--- config.mk ---
export PLATFORM = sky130hd
export DESIGN_NAME = fb_page_scanner_flat
export DESIGN_NICKNAME = d
export VERILOG_FILES = /design/src/rtl/fb_page_scanner_if.sv /design/src/rtl/fb_page_scanner.sv /design/src/flat_wrapper.sv
export SDC_FILE = /design/constraint.sdc
export NUM_CORES = 1
export LEC_CHECK = 0
export ABC_AREA = 0
export BUFFER_PORTS_ARGS = -buffer_cell sky130_fd_sc_hd__buf_2
export CAP_MARGIN = 25
export CORE_ASPECT_RATIO = 1.2
export CORE_MARGIN = 2
export CORE_UTILIZATION = 45
export CTS_CLUSTER_DIAMETER = 150
export DETAILED_ROUTE_END_ITERATION = 8
export GPL_TIMING_DRIVEN = 0
export PLACE_DENSITY = 0.85
export RECOVER_POWER = 50
export SLEW_MARGIN = 5
export SYNTH_ARGS = -nofsm -noshare
export SYNTH_HDL_FRONTEND = slang
export SYNTH_SLANG_ARGS = --single-unit
--- constraint.sdc ---
create_clock -name clk -period 2.2 [get_ports clk]
set_clock_uncertainty 0.05 [all_clocks]
set_input_delay 0.22 -clock clk [delete_from_list [all_inputs] [get_ports clk]]
set_output_delay 0.22 -clock clk [all_outputs]
set_load 0.005 [all_outputs]
--- src/rtl/fb_page_scanner_if.sv ---
// Framebuffer read port plus the page-byte stream toward the OLED transport.
// The scanner takes the master side; the framebuffer and the transport take the slave side.
interface fb_page_scanner_if;
    logic       fb_re;
    logic [7:0] fb_xpos;
    logic [7:0] fb_ypos;
    logic       fb_r_mode;
    logic [7:0] fb_dout;
    logic [7:0] out_data;
    logic       out_valid;
    logic       out_ready;
    logic       out_first;
    logic       out_last;

    modport master (
        output fb_re, fb_xpos, fb_ypos, fb_r_mode,
        input  fb_dout,
        output out_data, out_valid, out_first, out_last,
        input  out_ready
    );

    modport slave (
        input  fb_re, fb_xpos, fb_ypos, fb_r_mode,
        output fb_dout,
        input  out_data, out_valid, out_first, out_last,
        output out_ready
    );
endinterface

--- src/rtl/fb_page_scanner.sv ---
// Walks the framebuffer in OLED page order and streams LSB-is-top-row page bytes.
// Define FB_SCAN_INVERT_EN to emit inverse video (bitwise NOT of every byte).
module fb_page_scanner #(
    parameter int H_PIXELS = 128,
    parameter int V_PIXELS = 64
) (
    input  logic                  clk,
    input  logic                  rst_n,
    input  logic                  start,
    input  logic                  abort,
    output logic                  busy,
    output logic                  done,
    fb_page_scanner_if.master     bus
);
    localparam int         PAGES    = V_PIXELS / 8;
    localparam logic [7:0] COL_MAX  = 8'(H_PIXELS - 1);
    localparam logic [4:0] PAGE_MAX = 5'(PAGES - 1);

    typedef enum logic [1:0] {IDLE, ISSUE, CAPTURE, HOLD} state_t;

    state_t     state, state_nxt;
    logic [7:0] col;
    logic [4:0] page;
    logic [7:0] out_data_q;
    logic       out_valid_q, out_first_q, out_last_q;
    logic [7:0] rev, fmt;
    logic       hs, is_last, kill;

    assign hs      = out_valid_q && bus.out_ready;
    assign is_last = (col == COL_MAX) && (page == PAGE_MAX);
    assign kill    = abort && (state != IDLE);

    // Framebuffer columns store the top row in the MSB; the panel wants it in bit 0.
    always_comb begin
        rev = '0;
        for (int i = 0; i < 8; i++) rev[i] = bus.fb_dout[7-i];
    end

`ifdef FB_SCAN_INVERT_EN
    assign fmt = ~rev;
`else
    assign fmt = rev;
`endif

    always_comb begin
        state_nxt = state;
        case (state)
            IDLE:    if (start && !abort) state_nxt = ISSUE;
            ISSUE:   state_nxt = CAPTURE;
            CAPTURE: state_nxt = HOLD;
            HOLD:    if (hs) state_nxt = is_last ? IDLE : ISSUE;
            default: state_nxt = IDLE;
        endcase
        if (kill) state_nxt = IDLE;
    end

    always_ff @(posedge clk or negedge rst_n) begin
        if (!rst_n) state <= IDLE;
        else        state <= state_nxt;
    end

    always_ff @(posedge clk or negedge rst_n) begin
        if (!rst_n) begin
            col         <= '0;
            page        <= '0;
            out_data_q  <= '0;
            out_valid_q <= 1'b0;
            out_first_q <= 1'b0;
            out_last_q  <= 1'b0;
            done        <= 1'b0;
        end else begin
            done <= 1'b0;
            if (kill) begin
                col         <= '0;
                page        <= '0;
                out_valid_q <= 1'b0;
                out_first_q <= 1'b0;
                out_last_q  <= 1'b0;
            end else begin
                case (state)
                    IDLE: if (start && !abort) begin
                        col  <= '0;
                        page <= '0;
                    end
                    CAPTURE: begin
                        out_data_q  <= fmt;
                        out_valid_q <= 1'b1;
                        out_first_q <= (col == '0) && (page == '0);
                        out_last_q  <= is_last;
                    end
                    HOLD: if (hs) begin
                        out_valid_q <= 1'b0;
                        out_first_q <= 1'b0;
                        out_last_q  <= 1'b0;
                        if (is_last) begin
                            done <= 1'b1;
                            col  <= '0;
                            page <= '0;
                        end else if (col == COL_MAX) begin
                            col  <= '0;
                            page <= page + 5'd1;
                        end else begin
                            col  <= col + 8'd1;
                        end
                    end
                    default: ;
                endcase
            end
        end
    end

    assign busy          = (state != IDLE);
    assign bus.fb_re     = (state == ISSUE);
    assign bus.fb_xpos   = col;
    assign bus.fb_ypos   = {page, 3'b000};
    assign bus.fb_r_mode = 1'b1;
    assign bus.out_data  = out_data_q;
    assign bus.out_valid = out_valid_q;
    assign bus.out_first = out_first_q;
    assign bus.out_last  = out_last_q;
endmodule

--- src/flat_wrapper.sv ---
// flat-port wrapper written by rule: the top's interface ports become plain ports
module fb_page_scanner_flat 
#(
    parameter int H_PIXELS = 128,
    parameter int V_PIXELS = 64
)
  (clk, rst_n, start, abort, busy, done, bus_fb_re, bus_fb_xpos, bus_fb_ypos, bus_fb_r_mode, bus_fb_dout, bus_out_data, bus_out_valid, bus_out_first, bus_out_last, bus_out_ready);
  fb_page_scanner_if bus_i ();
  input  logic clk;
  input  logic rst_n;
  input  logic start;
  input  logic abort;
  output logic busy;
  output logic done;
  output wire logic [$bits(bus_i.fb_re)-1:0] bus_fb_re;
  output wire logic [$bits(bus_i.fb_xpos)-1:0] bus_fb_xpos;
  output wire logic [$bits(bus_i.fb_ypos)-1:0] bus_fb_ypos;
  output wire logic [$bits(bus_i.fb_r_mode)-1:0] bus_fb_r_mode;
  input wire logic [$bits(bus_i.fb_dout)-1:0] bus_fb_dout;
  output wire logic [$bits(bus_i.out_data)-1:0] bus_out_data;
  output wire logic [$bits(bus_i.out_valid)-1:0] bus_out_valid;
  output wire logic [$bits(bus_i.out_first)-1:0] bus_out_first;
  output wire logic [$bits(bus_i.out_last)-1:0] bus_out_last;
  input wire logic [$bits(bus_i.out_ready)-1:0] bus_out_ready;
  assign bus_fb_re = bus_i.fb_re;
  assign bus_fb_xpos = bus_i.fb_xpos;
  assign bus_fb_ypos = bus_i.fb_ypos;
  assign bus_fb_r_mode = bus_i.fb_r_mode;
  assign bus_i.fb_dout = bus_fb_dout;
  assign bus_out_data = bus_i.out_data;
  assign bus_out_valid = bus_i.out_valid;
  assign bus_out_first = bus_i.out_first;
  assign bus_out_last = bus_i.out_last;
  assign bus_i.out_ready = bus_out_ready;
  fb_page_scanner #(.H_PIXELS(H_PIXELS), .V_PIXELS(V_PIXELS)) u_core (.clk(clk), .rst_n(rst_n), .start(start), .abort(abort), .busy(busy), .done(done), .bus(bus_i));
endmodule
# [Word level (Yosys, flattened, before mapping)]
# Index checks and enable logic that the tools add are counted.
[totals] register_bits=27 inputBits=13 out_inout_bits=31
[classes] add_sub_neg=2 n_eq_ne=8 mux=28 bitwise_logic=1 n_reduce_logical=17
[op_table] cell="8-bit two-way mux" count=5
[op_table] cell="5-bit two-way mux" count=5
[op_table] cell="8-bit case mux with 2 select lines" count=1
[op_table] cell="5-bit case mux with 2 select lines" count=1
[op_table] cell="1-bit two-way mux" count=9
[op_table] cell="8-bit by 1-bit adder with 8-bit output (second input constant)" count=1
[op_table] cell="8-bit by 7-bit == test with 1-bit output (second input constant)" count=1
[op_table] cell="8-bit zero test" count=1
[op_table] cell="2-bit case mux with 4 select lines" count=1
[op_table] cell="2-bit two-way mux" count=3
[op_table] cell="3-bit by 1-bit inequality test with 1-bit output (second input constant)" count=2
[op_table] cell="1-bit case mux with 2 select lines" count=3
[op_table] cell="2-bit AND reduction" count=3
[op_table] cell="3-bit nonzero test" count=2
[op_table] cell="5-bit by 1-bit adder with 5-bit output (second input constant)" count=1
[op_table] cell="5-bit by 3-bit == test with 1-bit output (second input constant)" count=1
[op_table] cell="1-bit logical AND" count=5
[op_table] cell="5-bit zero test" count=1
[op_table] cell="2-bit == test (second input constant)" count=2
[op_table] cell="4-bit by 1-bit inequality test with 1-bit output (second input constant)" count=1
[op_table] cell="4-bit AND reduction" count=1
[op_table] cell="3-bit AND reduction" count=1
[op_table] cell="2-bit by 1-bit == test with 1-bit output (second input constant)" count=1
[op_table] cell="2-bit zero test" count=1
[op_table] cell="other kinds (3)" count=3

# [Logic depth before layout (Yosys ltp)]
# Gate-level depths: netlist (run 1).
[logic_depth] depth_word=6 mapped_depth=8

# [Worst setup path before layout (run 1)]
# Ideal clock, no wire load.
[synth_path] kind="reg-to-reg" start="register u_core.state[0]" end="register u_core.col[5], in the netlist u_core.bus.fb_xpos[5]" arrival_time_ns=1.931 setup_slack_ns=0.094 stages_incl_launch_ff=9 path_buffers=2 period_less_slack_ns=2.106 path_cell_list="dfrtp_1 inv_1 ha_1 nand2b_1 buf_6 a222oi_1 buf_4 a21boi_1 mux2_2"
[synth_between] elab_chain_cells=4
[synth_rtl] item="from (decl)" line="fb_page_scanner.sv:21" rtl="state_t state, state_nxt;"
[synth_rtl] item="from (signal assigned)" line="fb_page_scanner.sv:59" rtl="else state <= state_nxt;"
[synth_rtl] item="2-bit nonzero test" line="fb_page_scanner.sv:31" rtl="assign kill = abort && (state != IDLE);"
[synth_rtl] item="1-bit logical AND" line="fb_page_scanner.sv:31"
[synth_rtl] item="3-bit by 1-bit inequality test with 1-bit output (no line) / 3-bit nonzero test (equally long branches)"
[synth_rtl] item="3-bit AND reduction (no line)"
[synth_rtl] item="to (signal assigned)" line="fb_page_scanner.sv:103" rtl="col <= col + 8'd1;"
[synth_rtl] item="to (decl)" line="fb_page_scanner.sv:22" rtl="logic [7:0] col;"
# Several ways; a longest one is shown, not always the timed one.
# A chain may end at the register's enable or synchronous reset.

# [Worst setup path after layout (run 1)]
[layout_path] start="register u_core.state[1]" end="register u_core.col[5], in the netlist u_core.bus.fb_xpos[5]"
# Same word-level chain as after synthesis.

==> results of run 1 <==
==> metal layers <==
layer | part of all wire (%) | up-vias | wire length [um] | GRT usage (%)
met1 | 41 | 624 | 1450 | 24.0
met3 | 4.6 | 8 | 162 | 3.64
met5 | 0 | - | 0 | 0
met2 | 51 | 49 | 1820 | 34.4
met4 | 3.2 | 0 | 112 | 11.9
li1 | - | 635 | - | -
==> final cells by class <==
| type | instances | area share (%) |
|---|---|---|
| Multi-Input combinational cell | 101 | 40.3 |
| Timing Repair Buffer | 48 | 14.0 |
| Inverter | 10 | 1.99 |
| Clock inverter | 1 | 0.464 |
| Buffer | 11 | 3.91 |
| Tap cell | 36 | 2.39 |
| Clock buffer | 3 | 1.19 |
| Sequential cell | 27 | 35.8 |
==> Yosys cell counts (2+ instances only) <==
| cell type | number |
|---|---|
| dfrtp_1 | 27 |
| nand2_1 | 10 |
| o2bb2ai_1 | 2 |
| nor4_1 | 3 |
| mux2_2 | 9 |
| nor2b_1 | 2 |
| conb_1 | 2 |
| and2_1 | 2 |
| o21ai_0 | 2 |
| nand3_1 | 10 |
| clkbuf_1 | 4 |
| nor2_1 | 5 |
| o31ai_1 | 2 |
| nor3_1 | 3 |
| and3_1 | 3 |
| nand2b_1 | 5 |
| o21ai_1 | 5 |
| ha_1 | 8 |
| inv_1 | 10 |
| buf_4 | 5 |
| o311ai_1 | 2 |
| a21oi_1 | 2 |
| a32o_1 | 5 |
==> report_power, final <==
part,internal (W),switching [W]
Clock,0.0000745,0.000164
Sequential,0.000625,0.0000818
Combinational,0.000611,0.000629
==> what timing repair did <==
item | in CTS | in global routing
pin swaps | 1 | 2
hold buffers | 1 | 0
gates resized for setup | 0 | 13
endpoints found under the hold margin | 27 | 0
endpoints found under the setup margin | 13 | 22
buffers inserted | 2 | 6
==> cells in the final DEF (no fill, tap or decap), types with 5 or more instances in the layout <==
master / instances
buf_2: 37
dfrtp_1: 27
buf_4: 11
nand2_1: 10
nand3_1: 10
inv_1: 8
mux2_2: 8
clkbuf_1: 7
ha_1: 7
nor2_1: 5
a32o_1: 5
o21ai_1: 5
==> worst register-to-register path, delay by kind of cell, from the launching register on <==
kind / cells / cell delay, ns
adder cells (fa/ha/maj): 1 / 0.17
multiplexers: 1 / 0.32
flip-flops: 1 / 0.41
AND/OR/NAND/NOR: 2 / 0.25
buffers and inverters: 4 / 0.49
AO/OA/AOI/OAI: 1 / 0.34
==> sequential cells by signal (all words and copies together) (netlist names) <==
| name | count |
|---|---|
| u_core.state | 2 |
| u_core.bus.fb_xpos | 8 |
| u_core.done | 1 |
| u_core.page | 5 |
| u_core.bus.out_valid | 1 |
| u_core.bus.out_last | 1 |
| u_core.bus.out_data | 8 |
| u_core.bus.out_first | 1 |
==> path summary, 6_finish.rpt <==
check	end	slack, ns	cells after the start
hold / removal	u_core.bus.out_data[0]	0.04	2
setup reg to reg	u_core.bus.fb_xpos[5]	0.09	9
min in group asynchronous	u_core.bus.out_data[1]	0.66	2
max in group asynchronous	u_core.bus.fb_xpos[2]	0.59	2
setup / recovery	u_core.bus.fb_xpos[5]	0.09	9
hold reg to reg	u_core.bus.out_last	0.45	2
==> logic make-up after synthesis <==
group                      count (synthesis)
adders and majority gates                  8
other                                      2
buffers and inverters                     21
DFF                                       27
and+or+nand+nor                           50
AOI/OAI and AO/OA                         29
muxes                                     10
==> through the flow <==
stage                     instances  total power [W]  worst slack (ns)  utilization (%)
after floorplan                 149          0.00141            0.0942                -
after detailed placement        224          0.00173            -0.150             56.1
after global placement          224          0.00168            -0.133             56.1
after global routing            237          0.00237           -0.0510             60.7
after CTS                       231          0.00202            0.0187             57.9
final                           237          0.00219            0.0887             60.7
==> results.toml, run 1 <==
[cells_and_area]
register_area_um2 = 676
layout-drive-gt1-share_pct = 34.8
fin_nets = 223
nFillCells = 290
multi_input_area_um2 = 761
syn_to_final_growth_pct = 26.2
num_antenna_cells = 0
stdcell_area_um2 = 1890

[global_routing]
overflow = 0
grt_max_degree = 28
grt_pass1_wl_mm = 5.80
antenna_found_initial = 0
track_usage_pct = 20.2
grt_pass1_vias = 1230

[die]
rows = 22
floorplan.die.height_um = 67.2
design.die.area_um2 = 3800
die_x_um = 56.6
start_util_pct = 48.1
io_pins = 44
core_area_um2 = 3110

[logic_synthesis]
muxShareOfSynthArea_pct = 7.44
async_reset_ff_share_pct = 100
yosys-top-cells-area = "dfrtp_1 (45%), mux2_2 (6.8%), ha_1 (6.7%), a32o_1 (3.3%), nand3_1 (3.3%)"
synthAdderAreaFrac_pct = 6.69
synth_top_area_cell = "dfrtp_1"
synth_top_family_by_area = "simple AND/OR/NAND/NOR gates"
synth_cells = 147
synth-edff-count = 0
yosys_warnings = 0
synth.avg_cell_area_um2 = 10.2
ys_seq_area_share_pct = 45.2
synth_cell_types = 42
yosys.area_share.simple_pct = 18.3
yosys.area_share.xor_xnor_pct = 0
synth_compound_area_share_pct = 14.8
synthesis.area_um2 = 1500
netlist.area_leader.share_pct = 45.2
yosys_most_used_dff = "dfrtp_1"
synth_seq_cells = 27

[routing]
drt_iter0_markers = 72
drc = 0
dr.pass1.iters = 4
dr_total_vias = 1316
drt_wl_total_mm = 3.54
wire_per_inst_um = 14.9
via_per_inst = 5.55
ant_nets = 0

[timing]
fmax_ghz = 0.474
rsz0062_at_grt = "yes"
min_period_ns = 2.11
final_hold_viol_count = 0
relSlewSlack_pct = 4.21
whs_ns = 0.0353
tns_ns = 0
final_max_slew_viol_count = 0
period_share_pct = 96.0
worst_pin_slew_ns = 1.44
setup_viol = 0

[placement]
io_buffers = 39
place_congestion = 0.901
hpwl_mm = 2.49
post_dp_cell_area_um2 = 1740

[worst_setup_path]
cp_common_cell = "buf_6"
r2r-start = "u_core.state[1]"
cp_slowest_cell = "dfrtp_1"
crit_type = "reg -> reg"
crit_path_start = "u_core.state[1]"
required_ns = 2.39
critPathLaunchType = "flip-flop"
crit_fanout = 5
cpLargestDelayFamily = "buffers and inverters"
cp.buffers_inverters = 4
max_stage_delay_ns = 0.41
cp-end-kind = "flip-flop"
crit_path_cell_trace = "inv_2 -> ha_4 -> nand2b_4 -> buf_6 -> a222oi_1 -> buf_4 -> buf_6 -> nand4_1 -> mux2_4"
cp.arrival_ns = 2.31

[clock_network]
cts_sinks = 27
clkTransAtPathRegs_ns = 0.16
clock_latency_ns = 0.35
cts-htree-levels = 1
cts_max_path_buffers = 2
tritoncts = "done"
cts_root_buf = "clkbuf_4"
cts_buffers = 3

[run]
drv_cap = 0

[min_path]
hp-class = "in -> reg"
hold_path.startpoint = "bus_fb_dout[7]"

[status]
status = "completed"

[pwr]
p_per_area_nw_per_um2 = 1160
power.leakage_nw = 0.941
peakVddDrop_mv = 0.821
Power figures use the tool's default switching activity.
==> run 2, diff against run 1 <==
Settings changed: CELL_PAD_IN_SITES_DETAIL_PLACEMENT set to 0, CELL_PAD_IN_SITES_GLOBAL_PLACEMENT set to 1, CORE_UTILIZATION 45 to 35, PLACE_DENSITY 0.85 to 0.86.
==> run 2 against run 1 <==
- wire length fell by 3.8%
- clock-buffer cell count unchanged
- highest routed layer unchanged
- largest cell class unchanged
- global-route usage shrank 5.3 points
- maximum frequency barely moved
- final cell count grew 7.2%
- first-iteration DRC count rose by 24%
- die area up 27%
- critical path depth did not move
- combinational power shrank 7%
- critical endpoint unchanged
- register-to-register slack hardly changed
==> results.toml, run 2 (same netlist as run 1, synthesis figures left out) <==
[timing]
fmax_ghz = 0.474
setup_viol = 0
final_hold_viol_count = 0
period_share_pct = 96.0
worst_pin_slew_ns = 1.48
relSlewSlack_pct = 1.64
min_period_ns = 2.11
final_max_slew_viol_count = 0

[clock_network]
cts_root_buf = "clkbuf_8"
clock_latency_ns = 0.27
cts-htree-levels = 1
cts_buffers = 3
cts_max_path_buffers = 2
cts_sinks = 27
clkTransAtPathRegs_ns = 0.10
tritoncts = "done"

[cells_and_area]
final_cell_mix = "buf_2 (33), dfrtp_1 (27), nand2_1 (10), nand3_1 (10)"
stdcell_area_um2 = 1880
final_common_cell = "buf_2"
syn_to_final_growth_pct = 25.5
num_antenna_cells = 0
fin_nets = 220
fin_cells = 254
layout-drive-gt1-share_pct = 31.8

[worst_setup_path]
rrSetupSlack_ns = 0.09
r2r-start = "u_core.state[1]"
crit_fanout = 9
crit_cells = 9
cp.arrival_ns = 2.23
r2r_end = "u_core.bus.fb_xpos[5]"
cp.buffers_inverters = 4
cp_slowest_cell = "dfrtp_1"
max_stage_delay_ns = 0.42
crit_type = "reg -> reg"
cpLargestDelayFamily = "buffers and inverters"
critPathLaunchType = "flip-flop"
cp_common_cell = "buf_4"
crit_path_cell_trace = "inv_2 -> ha_4 -> nand2b_1 -> buf_6 -> a222oi_1 -> buf_4 -> buf_4 -> nand4_1 -> mux2_2"
cp-end-kind = "flip-flop"
required_ns = 2.32
r2r_cells = 9

[routing]
ant_nets = 0
dr_total_vias = 1312
drt_iter0_markers = 89
wire_per_inst_um = 13.4
drt_wl_total_mm = 3.40
drc = 0
via_per_inst = 5.17
dr.pass1.iters = 4

[global_routing]
track_usage_pct = 14.9
overflow = 0
grt_max_degree = 28
grt_pass1_wl_mm = 5.63
grt_pass1_vias = 1145
antenna_found_initial = 0

[pwr]
swShare_pct = 38.4
switching_power_w = 0.000824
combinationalPowerShare_pct = 53.5
p_per_area_nw_per_um2 = 1140
power.leakage_nw = 0.919
pwr-share-clk_pct = 13.6
peakVddDrop_mv = 0.292
p_int_w = 0.00132
seqPwrFrac_pct = 32.9

[placement]
post_dp_cell_area_um2 = 1770
io_buffers = 39
place_congestion = 0.850
placedCellCount = 244
hpwl_mm = 2.51

[run]
drv_cap = 0

[die]
design.die.area_um2 = 4820
io_pins = 44
rows = 26
floorplan.die.height_um = 75.6
die_x_um = 63.7
start_util_pct = 35.7
core_area_um2 = 4200

[min_path]
hold_path.startpoint = "bus_fb_dout[7]"
hp-class = "in -> reg"
hold_end = "u_core.bus.out_data[0]"
min_path_cells = 2

[status]
status = "completed"
## run 2: worst max-delay path by stage
stage / startpoint / to
final: u_core.state[1] / u_core.bus.fb_xpos[5]
after global routing: u_core.state[1] / u_core.bus.fb_xpos[5]
after CTS: u_core.bus.fb_xpos[0] / u_core.bus.fb_xpos[5]
after detailed placement: u_core.state[0] / u_core.bus.fb_xpos[5]
after global placement: u_core.state[0] / u_core.bus.fb_xpos[5]
after floorplan: u_core.state[0] / u_core.bus.fb_xpos[5]
## run 2: metal layers
metal	track usage [%]	up-vias	share of wire, %
met1	19.4	654	43
met4	4.35	0	0.65
met2	25.6	32	51
met5	0	-	0
met3	2.81	2	5.1
li1	-	624	-
## run 2: stage by stage
step | total power, W | setup WS (ns) | util (%) | TNS, ns | hold WS [ns]
6_report | 0.00214 | 0.0888 | 44.8 | 0 | 0.120
5_1_grt | 0.00234 | -0.0189 | 44.8 | -0.0389 | 0.105
4_1_cts | 0.00205 | 0.0299 | 43.8 | 0 | 0.117
3_5_place_dp | 0.00173 | -0.228 | 42.2 | -2.04 | 0.224
3_3_place_gp | 0.00170 | -0.195 | 42.2 | -1.62 | 0.220
2_1_floorplan | 0.00141 | 0.0942 | - | 0 | -0.126
## run 2: what timing repair did
| action | CTS | global route |
|---|---|---|
| resized for setup | 1 | 7 |
| buffers inserted | 1 | 4 |
| hold buffers | 1 | 0 |
| hold endpoints to repair | 27 | 0 |
| setup endpoints to repair | 13 | 19 |
| pin swaps | 1 | 1 |
## run 2: power groups by stage
stage	logic (W)	registers [W]	clock network (W)
after CTS	0.00105	0.000706	0.000297
after global routing	0.00129	0.000723	0.000322
after global placement	0.000992	0.000711	0
final	0.00115	0.000705	0.000292
after detailed placement	0.00102	0.000717	0
after floorplan	0.000684	0.000722	0
## run 2: area by class of cell
type                    count  area, um^2
clock buffers               3        41.3
inverters                  10        37.5
well taps                  56        70.1
repair buffers             45         235
clock inverters             1        7.51
multi-input cells         101         734
fillers                   429        2320
flip-flops and latches     27         676
plain buffers              11        76.3
